## src/rtl/idex_pipe_reg_pkg.sv

```systemverilog
// Shared widths, control-bundle bit positions and update selector
// for the ID/EX pipeline register.
package idex_pipe_reg_pkg;

    localparam int DATA_W_DEF     = 32;
    localparam int REG_ADDR_W_DEF = 5;
    localparam int ALUOP_W_DEF    = 3;
    localparam int CNT_W_DEF      = 16;

    localparam int CB_WB      = 0;
    localparam int CB_MTR     = 1;
    localparam int CB_MR      = 2;
    localparam int CB_MW      = 3;
    localparam int CB_BRANCH  = 4;
    localparam int CB_REGDST  = 5;
    localparam int CB_ALUSRC  = 6;
    localparam int CB_LH      = 7;
    localparam int CB_LHU     = 8;
    localparam int CTRL_W     = 9;

    typedef enum logic [1:0] {
        UPD_LOAD,
        UPD_HOLD,
        UPD_FLUSH,
        UPD_HAZ
    } upd_e;

endpackage

```

## src/rtl/idex_hazard_detect.sv

```systemverilog
// Load-use hazard compare between the EX slot and the decoding
// instruction; purely combinational.
module idex_hazard_detect
    import idex_pipe_reg_pkg::*;
#(
    parameter int REG_ADDR_W = REG_ADDR_W_DEF
) (
    input  logic                  ex_valid_i,
    input  logic                  ex_mr_i,
    input  logic [REG_ADDR_W-1:0] ex_rt_i,
    input  logic                  id_valid_i,
    input  logic [REG_ADDR_W-1:0] id_rs_i,
    input  logic [REG_ADDR_W-1:0] id_rt_i,
    output logic                  hazard_o
);

    logic rt_nz;
    logic rt_hit;

    assign rt_nz  = |ex_rt_i;
    assign rt_hit = (ex_rt_i == id_rs_i) | (ex_rt_i == id_rt_i);

    assign hazard_o = ex_valid_i & ex_mr_i & id_valid_i & rt_nz & rt_hit;

endmodule

```

## src/rtl/idex_pipe_reg.sv

```systemverilog
// ID/EX pipeline register with hold, flush and load-use bubble
// insertion; hazard_stall freezes PC and IF/ID upstream.
module idex_pipe_reg
    import idex_pipe_reg_pkg::*;
#(
    parameter int DATA_W     = DATA_W_DEF,
    parameter int REG_ADDR_W = REG_ADDR_W_DEF,
    parameter int ALUOP_W    = ALUOP_W_DEF,
    parameter int CNT_W      = CNT_W_DEF
) (
    input  logic                  clk,
    input  logic                  rst,
    input  logic                  in_valid,
    input  logic                  stall_ext,
    input  logic                  flush,
    input  logic                  In_WB,
    input  logic                  In_MemtoReg,
    input  logic                  In_MR,
    input  logic                  In_MW,
    input  logic                  In_branch,
    input  logic                  In_RegDst,
    input  logic                  In_ALUsrc,
    input  logic                  In_LoadHalf,
    input  logic                  In_LoadHalfUnsigned,
    input  logic [ALUOP_W-1:0]    In_ALUop,
    input  logic [DATA_W-1:0]     In_address,
    input  logic [DATA_W-1:0]     In_Readdata1,
    input  logic [DATA_W-1:0]     In_Readdata2,
    input  logic [DATA_W-1:0]     In_extended,
    input  logic [REG_ADDR_W-1:0] In_rs,
    input  logic [REG_ADDR_W-1:0] In_rt,
    input  logic [REG_ADDR_W-1:0] In_rd,
    input  logic [REG_ADDR_W-1:0] In_shamt,
    output logic                  out_valid,
    output logic                  out_WB,
    output logic                  out_MemtoReg,
    output logic                  out_MR,
    output logic                  out_MW,
    output logic                  out_branch,
    output logic                  out_RegDst,
    output logic                  out_ALUsrc,
    output logic                  out_LoadHalf,
    output logic                  out_LoadHalfUnsigned,
    output logic [ALUOP_W-1:0]    out_ALUop,
    output logic [DATA_W-1:0]     out_address,
    output logic [DATA_W-1:0]     out_Readdata1,
    output logic [DATA_W-1:0]     out_Readdata2,
    output logic [DATA_W-1:0]     out_extended,
    output logic [REG_ADDR_W-1:0] out_rs,
    output logic [REG_ADDR_W-1:0] out_rt,
    output logic [REG_ADDR_W-1:0] out_rd,
    output logic [REG_ADDR_W-1:0] out_shamt,
    output logic                  hazard_stall,
    output logic [CNT_W-1:0]      bubble_count
);

    logic [CTRL_W-1:0]     ctrl_in;
    logic                  valid_q, valid_d;
    logic [CTRL_W-1:0]     ctrl_q, ctrl_d;
    logic [ALUOP_W-1:0]    aluop_q, aluop_d;
    logic [DATA_W-1:0]     addr_q, addr_d;
    logic [DATA_W-1:0]     rd1_q, rd1_d;
    logic [DATA_W-1:0]     rd2_q, rd2_d;
    logic [DATA_W-1:0]     ext_q, ext_d;
    logic [REG_ADDR_W-1:0] rs_q, rs_d;
    logic [REG_ADDR_W-1:0] rt_q, rt_d;
    logic [REG_ADDR_W-1:0] rd_q, rd_d;
    logic [REG_ADDR_W-1:0] shamt_q, shamt_d;
    logic [CNT_W-1:0]      cnt_q, cnt_d;
    logic                  haz;
    upd_e                  upd;

    always_comb begin
        ctrl_in            = '0;
        ctrl_in[CB_WB]     = In_WB;
        ctrl_in[CB_MTR]    = In_MemtoReg;
        ctrl_in[CB_MR]     = In_MR;
        ctrl_in[CB_MW]     = In_MW;
        ctrl_in[CB_BRANCH] = In_branch;
        ctrl_in[CB_REGDST] = In_RegDst;
        ctrl_in[CB_ALUSRC] = In_ALUsrc;
        ctrl_in[CB_LH]     = In_LoadHalf;
        ctrl_in[CB_LHU]    = In_LoadHalfUnsigned;
    end

    idex_hazard_detect #(
        .REG_ADDR_W (REG_ADDR_W)
    ) u_hazard (
        .ex_valid_i (valid_q),
        .ex_mr_i    (ctrl_q[CB_MR]),
        .ex_rt_i    (rt_q),
        .id_valid_i (in_valid),
        .id_rs_i    (In_rs),
        .id_rt_i    (In_rt),
        .hazard_o   (haz)
    );

    // Several sources may be active at once, so priority, not unique.
    always_comb begin
        priority case (1'b1)
            flush:     upd = UPD_FLUSH;
            stall_ext: upd = UPD_HOLD;
            haz:       upd = UPD_HAZ;
            default:   upd = UPD_LOAD;
        endcase
    end

    always_comb begin
        valid_d = valid_q;
        ctrl_d  = ctrl_q;
        aluop_d = aluop_q;
        addr_d  = addr_q;
        rd1_d   = rd1_q;
        rd2_d   = rd2_q;
        ext_d   = ext_q;
        rs_d    = rs_q;
        rt_d    = rt_q;
        rd_d    = rd_q;
        shamt_d = shamt_q;
        cnt_d   = cnt_q;
        case (upd)
            UPD_FLUSH, UPD_HAZ: begin
                valid_d = 1'b0;
                ctrl_d  = '0;
                aluop_d = '0;
                addr_d  = '0;
                rd1_d   = '0;
                rd2_d   = '0;
                ext_d   = '0;
                rs_d    = '0;
                rt_d    = '0;
                rd_d    = '0;
                shamt_d = '0;
                if (upd == UPD_HAZ && !(&cnt_q)) begin
                    cnt_d = cnt_q + 1'b1;
                end
            end
            UPD_LOAD: begin
                valid_d = in_valid;
                ctrl_d  = in_valid ? ctrl_in : '0;
                aluop_d = in_valid ? In_ALUop : '0;
                addr_d  = In_address;
                rd1_d   = In_Readdata1;
                rd2_d   = In_Readdata2;
                ext_d   = In_extended;
                rs_d    = In_rs;
                rt_d    = In_rt;
                rd_d    = In_rd;
                shamt_d = In_shamt;
            end
            default: ;
        endcase
    end

    always_ff @(posedge clk) begin
        if (rst) begin
            valid_q <= 1'b0;
            ctrl_q  <= '0;
            aluop_q <= '0;
            addr_q  <= '0;
            rd1_q   <= '0;
            rd2_q   <= '0;
            ext_q   <= '0;
            rs_q    <= '0;
            rt_q    <= '0;
            rd_q    <= '0;
            shamt_q <= '0;
            cnt_q   <= '0;
        end else begin
            valid_q <= valid_d;
            ctrl_q  <= ctrl_d;
            aluop_q <= aluop_d;
            addr_q  <= addr_d;
            rd1_q   <= rd1_d;
            rd2_q   <= rd2_d;
            ext_q   <= ext_d;
            rs_q    <= rs_d;
            rt_q    <= rt_d;
            rd_q    <= rd_d;
            shamt_q <= shamt_d;
            cnt_q   <= cnt_d;
        end
    end

    assign out_valid            = valid_q;
    assign out_WB               = ctrl_q[CB_WB];
    assign out_MemtoReg         = ctrl_q[CB_MTR];
    assign out_MR               = ctrl_q[CB_MR];
    assign out_MW               = ctrl_q[CB_MW];
    assign out_branch           = ctrl_q[CB_BRANCH];
    assign out_RegDst           = ctrl_q[CB_REGDST];
    assign out_ALUsrc           = ctrl_q[CB_ALUSRC];
    assign out_LoadHalf         = ctrl_q[CB_LH];
    assign out_LoadHalfUnsigned = ctrl_q[CB_LHU];
    assign out_ALUop            = aluop_q;
    assign out_address          = addr_q;
    assign out_Readdata1        = rd1_q;
    assign out_Readdata2        = rd2_q;
    assign out_extended         = ext_q;
    assign out_rs               = rs_q;
    assign out_rt               = rt_q;
    assign out_rd               = rd_q;
    assign out_shamt            = shamt_q;
    assign hazard_stall         = haz;
    assign bubble_count         = cnt_q;

endmodule

```

## config.mk

```make
export PLATFORM = sky130hd
export DESIGN_NAME = idex_pipe_reg
export DESIGN_NICKNAME = d
export VERILOG_FILES = /design/src/rtl/idex_pipe_reg_pkg.sv /design/src/rtl/idex_hazard_detect.sv /design/src/rtl/idex_pipe_reg.sv
export SDC_FILE = /design/constraint.sdc
export NUM_CORES = 1
export LEC_CHECK = 0
export BUFFER_PORTS_ARGS = -buffer_cell sky130_fd_sc_hd__buf_2
export CORE_MARGIN = 3
export CORE_UTILIZATION = 25
export CTS_CLUSTER_SIZE = 40
export DETAILED_ROUTE_END_ITERATION = 10
export MAX_ROUTING_LAYER = met4
export SETUP_SLACK_MARGIN = 0.5
export SYNTH_ARGS = -nofsm -noshare
export SYNTH_HDL_FRONTEND = slang
export SYNTH_HIERARCHICAL = 1
export SYNTH_SLANG_ARGS = --single-unit
```

## constraint.sdc

```tcl
create_clock -name clk -period 3.3 [get_ports clk]
set_clock_uncertainty 0.15 [all_clocks]
set_input_delay 0.495 -clock clk [delete_from_list [all_inputs] [get_ports clk]]
set_output_delay 0.495 -clock clk [all_outputs]
set_load 0.01 [all_outputs]
```

-- Yosys cells after proc, flatten, opt, wreduce, memory -nomap -nowiden
Index checks and enable logic that the tools add are counted.
- input bits: 165
- register bits: 177
- word-level logic and storage cells: 46
- reduce and logical (&&, ||, !) cells: 8
- bitwise operators: 5
- equality and inequality tests: 4
- mux-type cells: 16
- $add $sub $neg: 1
- operators with widths (cell ; number):
    $pmux W32 S2 ; 4
    $pmux W5 S2 ; 4
    $pmux W9 S2 ; 1
    $add A16 B1 Y16 const B ; 1
    $reduce_and A16 Y1 ; 1
    $eq A5 B5 Y1 ; 2
    $mux W9 ; 1
    $mux W2 ; 3
    $pmux W3 S2 ; 1
    $reduce_or A5 Y1 ; 1
    $and A1 B1 Y1 ; 4
    $eq A2 B2 Y1 const B ; 2
    $mux W3 ; 1
    $logic_not A2 Y1 ; 1
    $pmux W1 S2 ; 1
    $reduce_and A2 Y1 ; 1
    $reduce_bool A2 Y1 ; 1
    $reduce_or A2 Y1 ; 1
    $logic_and A1 B1 Y1 ; 1
    $logic_not A1 Y1 ; 1
    $or A1 B1 Y1 ; 1

-- Longest topological paths before layout
- depth after elaboration: 10
- gate-level depth with buffers: 9

-- Modules after synthesis
Netlist, hierarchy kept.
- modules (own cells, without submodules) (module ; cells each ; area an instance (um^2) ; sequential area each (um^2) ; times used):
    idex_pipe_reg ; 638 ; 6125.9 ; 3543.4 ; 1
    idex_hazard_detect ; 17 ; 128.9 ; 0.0 ; 1

-- Worst setup path after synthesis
No wires, ideal clock.
- path type: input to register
- from: in In_rs[2]
- to: reg cnt_q[12], in the netlist bubble_count[12]
- arrival: 2.353 ns
- setup slack: 0.727 ns
- required time: 3.080 ns
- buffers on the path: 0
- stages on the path: 8
- cell sequence: xor2_1 > nor3_1 > nand3_1 > a21oi_1 > nor3b_4 > nand4_1 > or4_1 > a21oi_1
- cells in the longest elaborated chain, start to end: 9
- elaborated cells on any way between the ends: 11
- classes of those cells: 3 x eq/ne; 3 x mux; 2 x bitwise; 3 x reduce/logical
- ends and longest elaborated chain (element ; RTL line ; source):
    from (decl) ; idex_pipe_reg.sv:30 ; input logic [REG_ADDR_W-1:0] In_rs,
    $eq A5 B5 Y1 * ; idex_hazard_detect.sv:21 ; assign rt_hit = (ex_rt_i == id_rs_i) | (ex_rt_i == id_rt_i);
    $or A1 B1 Y1 * ; idex_hazard_detect.sv:21 ;
    $and A1 B1 Y1 * ; idex_hazard_detect.sv:23 ; assign hazard_o = ex_valid_i & ex_mr_i & id_valid_i & rt_nz & rt_hit;
    net hazard_stall ; idex_pipe_reg.sv:53 ; output logic hazard_stall,
    $mux W2 * (3 in series) ; idex_pipe_reg.sv:100 ; priority case (1'b1)
    $eq A2 B2 Y1, on equally long branches ; idex_pipe_reg.sv:121, idex_pipe_reg.sv:134 ;
    $reduce_or A2 Y1 or $logic_and A1 B1 Y1 (tied branches) ; idex_pipe_reg.sv:121, idex_pipe_reg.sv:134 ;
    $reduce_and A2 Y1 (no line) * ; -- ;
    to (signal assigned) ; idex_pipe_reg.sv:181 ; cnt_q <= cnt_d;
    to (decl) ; idex_pipe_reg.sv:69 ; logic [CNT_W-1:0] cnt_q, cnt_d;
The timed path passes the listed nets; every way through them passes the cells marked *.
A chain may end at the register's enable or synchronous reset.

-- Worst setup path after layout
- from: reg rt_q[1], in the netlist out_rt[1]
- to: reg rd1_q[15], in the netlist out_Readdata1[15]
- cells in the longest elaborated chain, start to end: 9
- elaborated cells on any way between the ends: 15
- classes of those cells: 4 x eq/ne; 4 x mux; 3 x bitwise; 4 x reduce/logical
- ends and longest elaborated chain (element ; RTL line ; source):
    from (decl) ; idex_pipe_reg.sv:66 ; logic [REG_ADDR_W-1:0] rt_q, rt_d;
    from (signal assigned) ; idex_pipe_reg.sv:178 ; rt_q <= rt_d;
    $eq A5 B5 Y1 or $reduce_or A5 Y1 (tied branches) ; idex_hazard_detect.sv:21, idex_hazard_detect.sv:20 ;
    $or A1 B1 Y1 or $and A1 B1 Y1 (tied branches) ; idex_hazard_detect.sv:21, idex_hazard_detect.sv:23 ;
    $and A1 B1 Y1 * ; idex_hazard_detect.sv:23 ;
    $mux W2 * (3 in series) ; idex_pipe_reg.sv:100 ;
    $eq A2 B2 Y1 ; idex_pipe_reg.sv:121 ; case (upd)
    $reduce_or A2 Y1 ; idex_pipe_reg.sv:121 ;
    $pmux W32 S2 or $reduce_bool A2 Y1 (tied branches) ; -- ;
    to (signal assigned) ; idex_pipe_reg.sv:174 ; rd1_q <= rd1_d;
    to (decl) ; idex_pipe_reg.sv:62 ; logic [DATA_W-1:0] rd1_q, rd1_d;
Every way passes the cells marked *; elsewhere a longest branch is shown, timed or not.

==> summary.txt <==
Timing
  • Setup TNS Final: 0 ns
  • Max Freq: 371 MHz
  • Hold slack: 0.157 ns
  • Hold Fails Final Rpt: 0
  • Slew Limit Fails: 0
  • Fin crit share: 0.817
  • Worst slew pin tran: 0.955 ns
  • Final setup viols: 0
  • Slew margin rel.: 0.358
  • Final Critical Period: 2.70 ns
  • RSZ-0062 raised after global routing: no

Setup path
  • Critical path peak fanout: 86
  • R2R Path End: out_Readdata1[15]$_SDFFE_PP0P_
  • Crit. End Element: register
  • CP Launch Type: register
  • Critical-path cell list: or4_1 > o2111ai_1 > a21oi_2 > nor3_2 > buf_12 > a22oi_1 > nor2_1
  • Crit-path max cell delay: 0.54 ns
  • Crit-path slowest cell: or4_1
  • CP required: 3.50 ns
  • Worst EP arrival: 2.89 ns
  • Kind of critical path: reg2reg
  • FF-to-FF setup slack: 0.60 ns
  • Worst Reg-to-Reg Cells: 7
  • Origin of the critical flop-to-flop path: out_rt[1]$_SDFFE_PP0P_

Yosys
  • Syn Area/Cell: 9.55 µm²
  • Register area share after synthesis: 0.567
  • Post-synth top area share: 0.567
  • Post-synth ARST share: 0
  • Syn Std Cell Area: 6250 µm²
  • Synthesis warning total: 6
  • Number of distinct library cells after synthesis: 28
  • Number of synthesized flops with an enable pin: 0
  • Area leader, netlist: dfxtp_1
  • Synthesized instance count: 655
  • Ys flop type: dfxtp_1
  • Post-Syn Nets: 821
  • Largest cells by area after synthesis: dfxtp_1, a22oi_1, nor2_1, clkbuf_1, buf_2
  • Yosys reg bits: 177

Hold path
  • Hold EP: out_ALUop[1]$_SDFFE_PP0P_
  • Worst hold path startpoint: In_ALUop[1]
  • Worst Hold Class: in2reg
  • Hold Crit Depth: 3

Floorplanning
  • IO Pins: 343
  • Core Region: 24,500 µm²
  • Rows: 57
  • Die H: 164 µm
  • Die area: 27,000 µm²
  • Die X: 164 µm
  • Initial cell density of the core: 0.256

Drt
  • Total Wirelength: 20,500 µm
  • Antenna-violating nets left: 0
  • Via count: 6,121
  • Vias per std cell: 4.69
  • Length of the first detailed-routing pass in iterations: 4
  • Drc violations: 0
  • Iter 0 DRT Violations: 342
  • Routed len/inst: 15.7 µm

Place
  • Routability cong.: 0.784
  • DP HPWL: 14,000 µm
  • Port buffer count: 342

Job
  • Max-cap violations: 0

Global route
  • Grt ovf: 0
  • Met2 Usage GRT: 0.243
  • First-pass GRT wire length: 31,000 µm
  • Largest net degree at the start of global routing: 90
  • Met1 Usage GRT: 0.182
  • Gr busiest metal: met2
  • Initial antenna violation count: 1
  • Overall Global Routing Usage: 0.148
  • Met3 GRT Util: 0.0356
  • Vias in the first global route: 5,876

Clock network
  • Clock slew at reported path FFs: 0.07 ns
  • Inserted Clock Buffers: 17
  • Clock tree sinks: 177
  • CTS Root Cell: clkbuf_16
  • Max Buffers Root-to-Sink: 2
  • CTS tree: done
  • Post-CTS Hold Fix Bufs: 0
  • H-tree depth: 4
  • Clk_lat worst skew: 0.42 ns

Finish
  • Area Overhead vs Synth: 42.9%
  • # nets final: 1,136
  • Layout cells sized above 1: 0.397

Pwr
  • Leak: 0.00409 µW
  • Max VDD drop: 0.226 mV
  • Cell Pwr Density: 546 nW/µm²
  • Total power draw: 4880 µW

Status
  • Status: finished, final reports clean
metal layers:
layer	routed length [µm]	part of all wire
met5	0	0
met4	229	0.011
met3	1370	0.067
met2	9960	0.49
met1	8910	0.44
cell usage after synthesis (2+ instances only):
library cell / number
dfxtp_1: 177
nor2_1: 163
a22oi_1: 160
clkbuf_1: 33
buf_2: 23
a21oi_1: 18
o31ai_1: 12
or4_1: 11
nand3_1: 8
nand2_1: 7
xor2_1: 6
nor3_1: 5
or3_1: 5
nand4_1: 4
o21ai_0: 4
xnor2_1: 4
and4_1: 3
inv_1: 2
per-stage QoR:
step	std cells	setup WS, ns	util	instance area, µm²
floorplan	655	0.727	-	6250
global placement	1273	0.315	0.339	8280
detailed placement	1273	0.316	0.339	8280
CTS	1303	0.511	0.365	8920
global route	1306	0.512	0.366	8940
finish	1306	0.604	0.366	8940
worst max-delay path: cells and delay by family, from the launching register on:
kind	cells	cell delay, ns
flops	1	0.37
compound gates	3	0.48
buf+inv	1	0.39
simple gates	3	1.15
placed cells by master (no fill, tap or decap):
master and instances:
a21oi_1 17, a21oi_2 1, a22oi_1 160, and2_1 1
and3_1 1, and4_1 3, buf_12 6, buf_2 341
buf_4 6, bufinv_16 4, clkbuf_16 17, clkbuf_8 1
clkinv_4 2, dfxtp_1 177, diode_2 1, ha_1 1
inv_1 2, inv_6 3, inv_8 3, nand2_1 7
nand3_1 8, nand3b_1 1, nand4_1 4, nand4_4 1
nor2_1 163, nor2b_4 1, nor3_1 4, nor3_2 1
nor3b_4 1, nor4_2 1, o2111ai_1 1, o21ai_0 4
o31ai_1 12, or3_1 5, or4_1 11, xnor2_1 4
xor2_1 6
power breakdown:
| group | total (µW) | internal [µW] | switching (µW) |
|---|---|---|---|
| combinational | 426 | 191 | 235 |
| clock | 2230 | 1310 | 918 |
| sequential | 2230 | 2200 | 33.7 |
| total | 4880 | 3700 | 1190 |
worst max-delay path by stage:
stage	from	to	slack [ns]	cells after the start
final	out_rt[1]$_SDFFE_PP0P_	out_Readdata1[15]$_SDFFE_PP0P_	0.60	7
after global routing	out_rt[1]$_SDFFE_PP0P_	out_Readdata1[15]$_SDFFE_PP0P_	0.51	7
after CTS	out_rt[2]$_SDFFE_PP0P_	bubble_count[12]$_SDFFE_PP0P_	0.51	8
after detailed placement	In_rs[2]	bubble_count[12]$_SDFFE_PP0P_	0.32	9
after global placement	In_rs[2]	bubble_count[12]$_SDFFE_PP0P_	0.31	9
after floorplan	In_rs[2]	bubble_count[12]$_SDFFE_PP0P_	0.73	8
logic make-up after synthesis:
kind of cell             after synthesis  synth area share
AND/OR/NAND/NOR                      213             0.151
XOR/XNOR                              10            0.0140
AO/OA/AOI/OAI                        195             0.225
flip-flops                           177             0.567
buffers and inverters                 59            0.0406
adder cells (fa/ha/maj)                1           0.00200
cell type report:
class                      count  area, µm²
timing repair buffer         353       1870
sequential                   177       3540
clock buffer                  18        439
multi-input combinational    419       2470
clock inverter                12        198
inverter                       2       7.51
fill                        2496      15500
tap                          324        405
antenna                        1       2.50
state kept, by name, indices dropped and copies added (netlist names):
signal / cells
out_rd: 5
out_address: 32
out_extended: 32
out_ALUop: 3
bubble_count: 16
ctrl_q: 9
out_Readdata2: 32
out_rt: 5
out_valid: 1
out_Readdata1: 32
out_rs: 5
out_shamt: 5
repair_timing:
item	4_1_cts	5_1_grt
setup endpoints to repair	0	13
gates resized for setup	0	1
buffers inserted	0	2
No activity file was read; power rests on OpenSTA's default activity.
